## config.mk

```make
export PLATFORM = sky130hd
export DESIGN_NAME = card_flip_renderer
export DESIGN_NICKNAME = d
export VERILOG_FILES = /design/src/rtl/card_pkg.sv /design/src/rtl/card_geom.sv /design/src/rtl/card_flip_renderer.sv
export SDC_FILE = /design/constraint.sdc
export NUM_CORES = 1
export LEC_CHECK = 0
export CORE_AREA = 2 2 208 210
export CTS_CLUSTER_SIZE = 14
export DETAILED_ROUTE_END_ITERATION = 7
export DIE_AREA = 0 0 210 212
export GPL_TIMING_DRIVEN = 0
export PLACE_DENSITY = 0.41
export SLEW_MARGIN = 10
export SYNTH_ARGS = -nofsm -noshare
export SYNTH_HDL_FRONTEND = slang
export SYNTH_SLANG_ARGS = --single-unit
```

## constraint.sdc

```tcl
create_clock -name clk -period 17.7 [get_ports clk]
set_input_delay 4.425 -clock clk [delete_from_list [all_inputs] [get_ports clk]]
set_output_delay 4.425 -clock clk [all_outputs]
set_load 0.01 [all_outputs]
```

## src/rtl/card_pkg.sv

```systemverilog
// Shared definitions for the memory-game card renderers: FSM state encoding,
// default grid geometry and raster coordinate width.
package card_pkg;

  // Raster coordinate width; all geometry arithmetic wraps at this width.
  localparam int VGA_W = 10;

  // Default grid placement on the 640x480 raster.
  localparam int DEF_ORIGIN_X = 130;
  localparam int DEF_ORIGIN_Y = 70;
  localparam int DEF_PITCH_X  = 100;
  localparam int DEF_PITCH_Y  = 100;

  typedef enum logic [2:0] {
    ST_HIDDEN    = 3'd0,
    ST_REVEALING = 3'd1,
    ST_SHOWN     = 3'd2,
    ST_HIDING    = 3'd3,
    ST_MATCHED   = 3'd4
  } card_state_t;

  // Advance the wipe position by one step, saturating at the 8-bit ceiling.
  function automatic logic [7:0] wipe_advance(input logic [7:0] w, input int step);
    int sum;
    sum = int'(w) + step;
    return (sum > 255) ? 8'hFF : 8'(sum);
  endfunction

endpackage

```

## src/rtl/card_geom.sv

```systemverilog
// Card placement: maps a grid slot to its pixel box and reports whether the
// current raster position falls inside it, plus the offsets into the sprite.
module card_geom
  import card_pkg::*;
#(
  parameter int CARD_W    = 83,
  parameter int CARD_H    = 83,
  parameter int GRID_COLS = 4,
  parameter int GRID_ROWS = 4,
  parameter int ORIGIN_X  = DEF_ORIGIN_X,
  parameter int ORIGIN_Y  = DEF_ORIGIN_Y,
  parameter int PITCH_X   = DEF_PITCH_X,
  parameter int PITCH_Y   = DEF_PITCH_Y,
  parameter int POS_W     = 4
) (
  input  logic [POS_W-1:0] pos,
  input  logic [9:0]       h_count,
  input  logic [9:0]       v_count,
  output logic [9:0]       x_l,
  output logic [9:0]       y_t,
  output logic             in_box,
  output logic [9:0]       col_off,
  output logic [9:0]       row_off
);

  logic [9:0] x_r;
  logic [9:0] y_b;

  // Box corners and raster offsets, all in wrapping 10-bit arithmetic.
  always_comb begin
    x_l     = VGA_W'(ORIGIN_X + (int'(pos) % GRID_COLS) * PITCH_X);
    y_t     = VGA_W'(ORIGIN_Y + (int'(pos) / GRID_COLS) * PITCH_Y);
    x_r     = x_l + VGA_W'(CARD_W - 1);
    y_b     = y_t + VGA_W'(CARD_H - 1);
    in_box  = (h_count >= x_l) && (h_count <= x_r) &&
              (v_count >= y_t) && (v_count <= y_b);
    col_off = h_count - x_l;
    row_off = v_count - y_t;
  end

endmodule

```

## src/rtl/card_flip_renderer.sv

```systemverilog
// One memory-game card: draws the back or face sprite at its grid slot and
// animates reveal/hide as a left-to-right wipe advanced by the frame tick.
// Build option: CARD_MATCH_DIM_EN checkerboard-dims a matched card.
module card_flip_renderer
  import card_pkg::*;
#(
  parameter int CARD_W    = 83,
  parameter int CARD_H    = 83,
  parameter int GRID_COLS = 4,
  parameter int GRID_ROWS = 4,
  parameter int ORIGIN_X  = DEF_ORIGIN_X,
  parameter int ORIGIN_Y  = DEF_ORIGIN_Y,
  parameter int PITCH_X   = DEF_PITCH_X,
  parameter int PITCH_Y   = DEF_PITCH_Y,
  parameter int RGB_W     = 3,
  parameter int WIPE_STEP = 11
) (
  input  logic                                       clk,
  input  logic                                       reset,
  input  logic [$clog2(GRID_COLS*GRID_ROWS)-1:0]     pos,
  input  logic [9:0]                                 HCount,
  input  logic [9:0]                                 VCount,
  input  logic                                       frame_tick,
  input  logic                                       flip_req,
  input  logic                                       hide_req,
  input  logic                                       match_req,
  output logic [$clog2(CARD_H)-1:0]                  rom_row,
  input  logic [CARD_W*RGB_W-1:0]                    back_data,
  input  logic [CARD_W*RGB_W-1:0]                    face_data,
  output logic                                       cardon,
  output logic [RGB_W-1:0]                           rgb,
  output logic                                       busy,
  output logic [2:0]                                 state
);

  localparam int POS_W = $clog2(GRID_COLS*GRID_ROWS);
  localparam int ROW_W = $clog2(CARD_H);
  localparam int PIX_W = CARD_W * RGB_W;

  // Requests are single-cycle pulses with no ready/ack: a pulse is consumed
  // only if the current state accepts it, otherwise it is dropped.

  card_state_t st;
  logic [7:0]  wipe;
  logic [7:0]  wipe_adv;
  logic        wipe_done;

  logic [9:0]  x_l, y_t, col_off, row_off;
  logic        in_box;
  logic        unused_geom;

  logic [PIX_W-1:0] back_sh, face_sh;
  logic [RGB_W-1:0] back_pix, face_pix, pix_sel;
  logic             wipe_hit, use_face;

  card_geom #(
    .CARD_W(CARD_W), .CARD_H(CARD_H),
    .GRID_COLS(GRID_COLS), .GRID_ROWS(GRID_ROWS),
    .ORIGIN_X(ORIGIN_X), .ORIGIN_Y(ORIGIN_Y),
    .PITCH_X(PITCH_X), .PITCH_Y(PITCH_Y),
    .POS_W(POS_W)
  ) u_geom (
    .pos(pos), .h_count(HCount), .v_count(VCount),
    .x_l(x_l), .y_t(y_t), .in_box(in_box),
    .col_off(col_off), .row_off(row_off)
  );

  assign rom_row     = row_off[ROW_W-1:0];
  assign unused_geom = ^{x_l, y_t, row_off[9:ROW_W]};
  assign state       = st;

  // Saturating wipe step and its completion test.
  always_comb begin
    wipe_adv  = wipe_advance(wipe, WIPE_STEP);
    wipe_done = int'(wipe_adv) >= CARD_W;
  end

  // Pick the sprite column for this pixel and apply the wipe split.
  always_comb begin
    back_sh  = back_data >> (int'(col_off) * RGB_W);
    face_sh  = face_data >> (int'(col_off) * RGB_W);
    back_pix = back_sh[RGB_W-1:0];
    face_pix = face_sh[RGB_W-1:0];
    wipe_hit = col_off < {2'b00, wipe};
    case (st)
      ST_REVEALING: use_face = wipe_hit;
      ST_SHOWN:     use_face = 1'b1;
      ST_HIDING:    use_face = ~wipe_hit;
      ST_MATCHED:   use_face = 1'b1;
      default:      use_face = 1'b0;
    endcase
    pix_sel = use_face ? face_pix : back_pix;
`ifdef CARD_MATCH_DIM_EN
    if ((st == ST_MATCHED) && (HCount[0] ^ VCount[0]))
      pix_sel = '0;
`endif
  end

  // One-cycle pixel pipeline stage; black outside the card box.
  always_ff @(posedge clk) begin
    if (reset) begin
      cardon <= 1'b0;
      rgb    <= '0;
    end else begin
      cardon <= in_box;
      rgb    <= in_box ? pix_sel : '0;
    end
  end

  // Card lifecycle FSM with wipe position and registered busy flag.
  always_ff @(posedge clk) begin
    if (reset) begin
      st   <= ST_HIDDEN;
      wipe <= 8'd0;
      busy <= 1'b0;
    end else begin
      case (st)
        ST_HIDDEN: begin
          if (flip_req) begin
            st   <= ST_REVEALING;
            wipe <= 8'd0;
            busy <= 1'b1;
          end
        end
        ST_REVEALING: begin
          if (frame_tick) begin
            if (wipe_done) begin
              st   <= ST_SHOWN;
              wipe <= 8'd0;
              busy <= 1'b0;
            end else begin
              wipe <= wipe_adv;
            end
          end
        end
        ST_SHOWN: begin
          if (hide_req) begin
            st   <= ST_HIDING;
            wipe <= 8'd0;
            busy <= 1'b1;
          end else if (match_req) begin
            st <= ST_MATCHED;
          end
        end
        ST_HIDING: begin
          if (frame_tick) begin
            if (wipe_done) begin
              st   <= ST_HIDDEN;
              wipe <= 8'd0;
              busy <= 1'b0;
            end else begin
              wipe <= wipe_adv;
            end
          end
        end
        ST_MATCHED: begin
          st <= ST_MATCHED;
        end
        default: begin
          st   <= ST_HIDDEN;
          wipe <= 8'd0;
          busy <= 1'b0;
        end
      endcase
    end
  end

endmodule

```

---- Word level (Yosys, flattened, before mapping) ----
Index checks and enable logic that the tools add are counted.
operators by class
  reductions and logical operators ........ 10
  multipliers ............................. 3
  add/subtract/negate cells ............... 7
  mux-type cells .......................... 21
  eq/ne operators ......................... 13
  shifts and indexed selects .............. 2
  magnitude comparators ................... 7
  bitwise operators ....................... 3
operator list
  operator                                                                             number
  249-bit by 12-bit right shift with 3-bit output                                      1
  249-bit by 32-bit right shift with 3-bit output                                      1
  8-bit 2-to-1 mux                                                                     5
  8-bit case mux with 4 select lines                                                   1
  3-bit 2-to-1 mux                                                                     8
  10-bit by 7-bit adder with 10-bit output, second input constant                      2
  10-bit greater-or-equal comparator                                                   2
  10-bit less-or-equal comparator                                                      2
  3-bit case mux with 5 select lines                                                   1
  2-bit by 5-bit multiplier with 7-bit output, second input constant                   2
  10-bit by 2-bit multiplier with 12-bit output, second input constant                 1
  2-bit inequality test, second input constant                                         6
  7-bit by 9-bit adder with 10-bit output, first input constant                        1
  9-bit by 10-bit adder with 10-bit output, first input constant                       1
  10-bit by 8-bit less-than comparator with 1-bit output                               1
  10-bit subtractor                                                                    1
  8-bit by 4-bit adder with 9-bit output, second input constant                        1
  9-bit by 8-bit greater-than comparator with 1-bit output, second input constant      1
  8-bit by 7-bit greater-or-equal comparator with 1-bit output, second input constant  1
  7-bit subtractor                                                                     1
  3-bit by 2-bit equality test with 1-bit output, second input constant                2
  6-bit AND reduction                                                                  1
  2-bit OR reduction                                                                   3
  5-bit AND reduction                                                                  1
  11 further kinds                                                                     19
word-level totals
  output and inout port bits .............. 15
  input port bits ......................... 528
  register bits ........................... 16
  logic and storage cells ................. 71

---- Longest topological paths before layout ----
  depth after elaboration ................. 9
  gate-level depth with buffers ........... 25
  depth with buffers taken out ............ 19

---- By module ----
From an unflattened synthesis, not the netlist that was laid out.
second synthesis, totals
  cell total of the unflattened synthesis .. 882
  area, all modules ....................... 7193.1 µm²
modules (own cells, without submodules)
  module              instances  sequential area each (µm²)  area an instance (µm²)  cells each
  card_flip_renderer  1          320.3                       5676.7                  681
  card_geom           1          0.0                         1516.5                  201

---- Least setup slack after synthesis ----
Ideal clock, no wire load.
  path type ............................... input -> output
  start point ............................. in pos[2]
  end point ............................... out rom_row[6]
  buffers on the path ..................... 0
  required time ........................... 13275 ps
  arrival time ............................ 6027 ps
  stages .................................. 9
  path slack .............................. 7248 ps
  cell sequence ........................... inv_1 -> ha_1 -> inv_1 -> ha_1 -> o21ai_0 -> a21boi_0 -> o21ai_0 -> a21boi_0 -> nor2_1
between the ends
  longest elaborated chain between the ends .. 3
RTL lines
  item                                         line                      RTL
  start: declaration                           card_flip_renderer.sv:20  input logic [$clog2(GRID_COLS*GRID_ROWS)-1:0] pos,
  2-bit by 5-bit multiplier with 7-bit output  card_geom.sv:32           y_t = VGA_W'(ORIGIN_Y + (int'(pos) / GRID_COLS) * PITCH_Y);
  7-bit by 9-bit adder with 10-bit output      card_geom.sv:32
  7-bit subtractor                             card_geom.sv:38           row_off = v_count - y_t;
  end: declaration                             card_flip_renderer.sv:27  output logic [$clog2(CARD_H)-1:0] rom_row,
Every way passes these cells.

---- Worst setup path after layout ----
Same ends and word-level chain as after synthesis.

==> results_tabular.tex <==
\begin{tabular}{lr}
\hline
Metric & Value \\
\hline
\multicolumn{2}{l}{\textbf{Power}} \\
\quad Ratio of total power to cell area & 54.14 nW/um\^{}2 \\
\quad Leakage power total & 4.964 nW \\
\quad Power spent charging and discharging nets & 0.3280 mW \\
\quad Total Power Consumption & 0.7050 mW \\
\quad Switching Share & 46.52\% \\
\quad Worst vdd ir & 0.00002838 V \\
\quad Sequential share of power & 5.8\% \\
\quad Relative contribution of combinational cells to total power & 87.1\% \\
\quad Internal portion of total power & 0.3770 mW \\
\quad Part of the total power dissipated in the clock network & 7.2\% \\
\multicolumn{2}{l}{\textbf{Logic synthesis}} \\
\quad Distinct cell type count of the synthesized netlist & 74 \\
\quad Post-Syn Instances & 853 \\
\quad Fraction of the yosys area taken by sequential cells & 4.728\% \\
\quad Count of synthesis-stage warnings from yosys & 0 \\
\quad Average cell area after synthesis & 7.941 um\^{}2 \\
\quad Number of flip-flops and latches in the synthesized netlist & 16 \\
\quad Post-synthesis instance area & 6774 um\^{}2 \\
\quad Post-synthesis async set-or-reset flop share & 0\% \\
\quad Prevailing post-synth register cell & sky130\_fd\_sc\_hd\_\_dfxtp\_1 \\
\quad Post-synthesis net count & 1435 \\
\quad Number of enable-type register cells in the synthesized netlist & 0 \\
\multicolumn{2}{l}{\textbf{Layout}} \\
\quad Final standard cell count with taps included and fillers excluded & 1965 \\
\quad Synth-to-Final Area Change & 92.22\% \\
\quad Number of nets in the layout & 1982 \\
\quad Final cell utilization of the core & 30.63\% \\
\quad Share of final-layout standard cells stronger than drive strength 1 & 7.076\% \\
\multicolumn{2}{l}{\textbf{Routing}} \\
\quad Total vias in the final route & 9320 \\
\quad Number of optimization iterations in the first detailed-route pass & 5 \\
\quad Overall routed net length & 53240 um \\
\quad Average routed wire per standard cell & 27.09 um \\
\quad Post-detailed-route count of antenna-violating nets & 0 \\
\quad Number of remaining DRC errors & 0 \\
\quad Vias per cell & 4.743 \\
\quad Initial drt markers & 688 \\
\multicolumn{2}{l}{\textbf{Clock network}} \\
\quad Sinks on Clock Net & 16 \\
\quad Library cell used as clock root buffer & sky130\_fd\_sc\_hd\_\_clkbuf\_16 \\
\quad Post-CTS Hold Fix Bufs & 0 \\
\quad Maximum buffer depth of the clock tree & 2 \\
\quad Setup Buffers After CTS & 0 \\
\quad H-Tree Depth & 1 \\
\quad TritonCTS clock tree & built \\
\quad Clock network latency to the later pin of the worst-skew pair & 250 ps \\
\quad Count of cells resized by post-cts repair & 0 \\
\quad Number of buffers added by the clock tree synthesis step & 3 \\
\quad Clock transition at path regs & 50 ps \\
\multicolumn{2}{l}{\textbf{Worst setup path}} \\
\quad Worst Path Arrival & 7620 ps \\
\quad Endpoint class of the critical path & output pin \\
\quad Max FO, Critical Path & 7 \\
\quad Category of the most critical setup path & in -> out \\
\quad Largest stage delay, worst path & 600 ps \\
\quad Slowest-stage cell, CP & sky130\_fd\_sc\_hd\_\_clkdlybuf4s50\_1 \\
\quad Required time of the critical path & 13280 ps \\
\quad Startpoint kind of the worst setup timing path & input port \\
\quad Cells along the critical path & clkdlybuf4s50\_1 -> inv\_1 -> ha\_1 -> inv\_1 -> ha\_1 -> o21ai\_0 -> a21boi\_0 -> o21ai\_0 -> a21boi\_0 -> nor2\_1 -> clkdlybuf4s50\_1 \\
\multicolumn{2}{l}{\textbf{Die}} \\
\quad Die footprint & 44520 um\^{}2 \\
\quad Floorplan core area & 42510 um\^{}2 \\
\quad Floorplan row count & 76 \\
\quad \# IOs & 543 \\
\quad Chip Width & 210 um \\
\quad Die height & 212 um \\
\quad Initial core utilization & 15.94\% \\
\multicolumn{2}{l}{\textbf{Timing}} \\
\quad Max-Slew Margin vs Limit & 16.71\% \\
\quad Maximum clock frequency & 0.08301 GHz \\
\quad Slew of the pin with the lowest slew margin & 1249 ps \\
\quad Final setup vio count & 0 \\
\quad Post-route clock period utilization & 68.06\% \\
\quad Total count of max-transition violations in the final report & 0 \\
\quad WHS & 497.9 ps \\
\quad RSZ-0062 raised after global routing & false \\
\quad Post-layout min period & 12050 ps \\
\quad Count of final hold-check violations & 0 \\
\quad Final sum of negative setup slack & 0 ps \\
\quad Setup skew after layout & 2.213 ps \\
\multicolumn{2}{l}{\textbf{Global routing}} \\
\quad Pin count of the biggest net entering global routing & 12 \\
\quad Number of global-route vias before repair & 9953 \\
\quad Remaining global-route overflow & 0 \\
\quad Total global-route track usage & 23.28\% \\
\quad Global-route wire length before repair & 73370 um \\
\quad Number of antenna violations at the first check in global routing & 25 \\
\multicolumn{2}{l}{\textbf{Placed design}} \\
\quad Total of buffers placed on input and output ports & 542 \\
\quad HPWL Detailed & 46610 um \\
\quad RePlAce Congestion & 0.8892 \\
\quad Post-placement cell count & 1941 \\
\multicolumn{2}{l}{\textbf{Status}} \\
\quad Status & completed \\
\multicolumn{2}{l}{\textbf{Run}} \\
\quad Number of max-capacitance violations reported & 0 \\
\multicolumn{2}{l}{\textbf{Hold path}} \\
\quad HP Class & reg -> reg \\
\hline
\end{tabular}
[critical path: cells and delay by family]
kind,cells,cell delay [ps]
AOI/OAI and AO/OA,4,850
adders and majority gates,2,840
buffers and inverters,4,1410
and+or+nand+nor,1,80
[cell type report]
| cell class | instances | area [um^2] |
|---|---|---|
| Tap cell | 546 | 683.2 |
| Clock buffer | 4 | 88.84 |
| Timing Repair Buffer | 542 | 5425 |
| Antenna cell | 20 | 50.05 |
| Sequential cell | 16 | 320.3 |
| Multi-Input combinational cell | 734 | 5859 |
| Buffer | 66 | 455.4 |
| Inverter | 37 | 138.9 |
| Fill cell | 4587 | 29480 |
[placed cells by master, fill, tap and decap left out, types with 8 or more instances in the layout]
cell type	Yosys	routed
sky130_fd_sc_hd__a21o_1	9	9
sky130_fd_sc_hd__a21oi_1	47	47
sky130_fd_sc_hd__a222oi_1	8	8
sky130_fd_sc_hd__a22oi_1	15	15
sky130_fd_sc_hd__clkbuf_1	41	41
sky130_fd_sc_hd__clkdlybuf4s50_1	0	542
sky130_fd_sc_hd__dfxtp_1	16	16
sky130_fd_sc_hd__diode_2	0	20
sky130_fd_sc_hd__ha_1	52	52
sky130_fd_sc_hd__inv_1	37	37
sky130_fd_sc_hd__mux2_2	8	8
sky130_fd_sc_hd__mux2i_1	40	40
sky130_fd_sc_hd__mux4_1	14	14
sky130_fd_sc_hd__mux4_2	52	52
sky130_fd_sc_hd__nand2_1	162	162
sky130_fd_sc_hd__nand3_1	71	71
sky130_fd_sc_hd__nand4_1	11	11
sky130_fd_sc_hd__nor2_1	48	48
sky130_fd_sc_hd__nor3_1	17	17
sky130_fd_sc_hd__nor4_1	13	13
sky130_fd_sc_hd__o2111ai_1	13	13
sky130_fd_sc_hd__o21a_1	8	8
sky130_fd_sc_hd__o21ai_0	23	23
sky130_fd_sc_hd__o22ai_1	11	11
sky130_fd_sc_hd__xnor2_1	11	11
[kinds of logic after synthesis]
| group | share of synthesized area, % |
|---|---|
| AND/OR/NAND/NOR | 23.99 |
| AO/OA/AOI/OAI | 20.00 |
| buffers and inverters | 8.774 |
| adder cells (fa/ha/maj) | 10.34 |
| multiplexers | 29.96 |
| XOR/XNOR | 2.198 |
| flip-flops | 4.729 |
[cells in the mapped netlist (13+ instances only)]
cell type                   number  share of area, %
sky130_fd_sc_hd__mux2i_1        40               5.9
sky130_fd_sc_hd__nor4_1         13               1.2
sky130_fd_sc_hd__a21oi_1        47               3.5
sky130_fd_sc_hd__clkbuf_1       41               2.3
sky130_fd_sc_hd__nor3_1         17               1.3
sky130_fd_sc_hd__dfxtp_1        16               4.7
sky130_fd_sc_hd__nor2_1         48               2.7
sky130_fd_sc_hd__nand3_1        71               5.2
sky130_fd_sc_hd__o21ai_0        23               1.7
sky130_fd_sc_hd__mux4_2         52                17
sky130_fd_sc_hd__nand2_1       162               9.0
sky130_fd_sc_hd__inv_1          37               2.1
sky130_fd_sc_hd__ha_1           52               9.6
sky130_fd_sc_hd__mux4_1         14               5.4
sky130_fd_sc_hd__o2111ai_1      13               1.7
sky130_fd_sc_hd__a22oi_1        15               1.7
[final timing paths]
check | from | end | slack, ps | cells after the start
worst max-delay path | pos[2] | rom_row[6] | 5650 | 11
worst min register to register | busy | busy | 500 | 2
worst min-delay path | busy | busy | 500 | 2
worst max register to register | wipe[3] | rgb[1] | 12600 | 19
[power groups by stage]
stage	Sequential [mW]	Clock, mW	Combinational [mW]
global placement	0.0414	0	0.618
detailed placement	0.0415	0	0.618
CTS	0.0407	0.0522	0.621
finish	0.0406	0.0504	0.614
floorplan	0.0417	0	0.336
global route	0.0410	0.0535	0.659
[registers in the layout, summed over array words and instances, names as in the netlist]
register and cells:
cardon 1, busy 1, wipe 8, state 3, rgb 3
[metal layers]
layer  share of wire (%)  global-route usage, %  routed length (um)
met5                0.15                      0                  79
met4                 2.5                  7.068                1311
met3                 8.7                  5.908                4631
met2                  49                  40.85               26030
met1                  40                  27.94               21190
[metrics by stage]
step                setup WS [ps]  instance area, um^2
global route                 5133                13000
global placement             5104                12880
detailed placement           5225                12880
finish                       5653                13020
CTS                          5460                12970
floorplan                    7248                 6774
No activity file was read; power rests on OpenSTA's default activity.
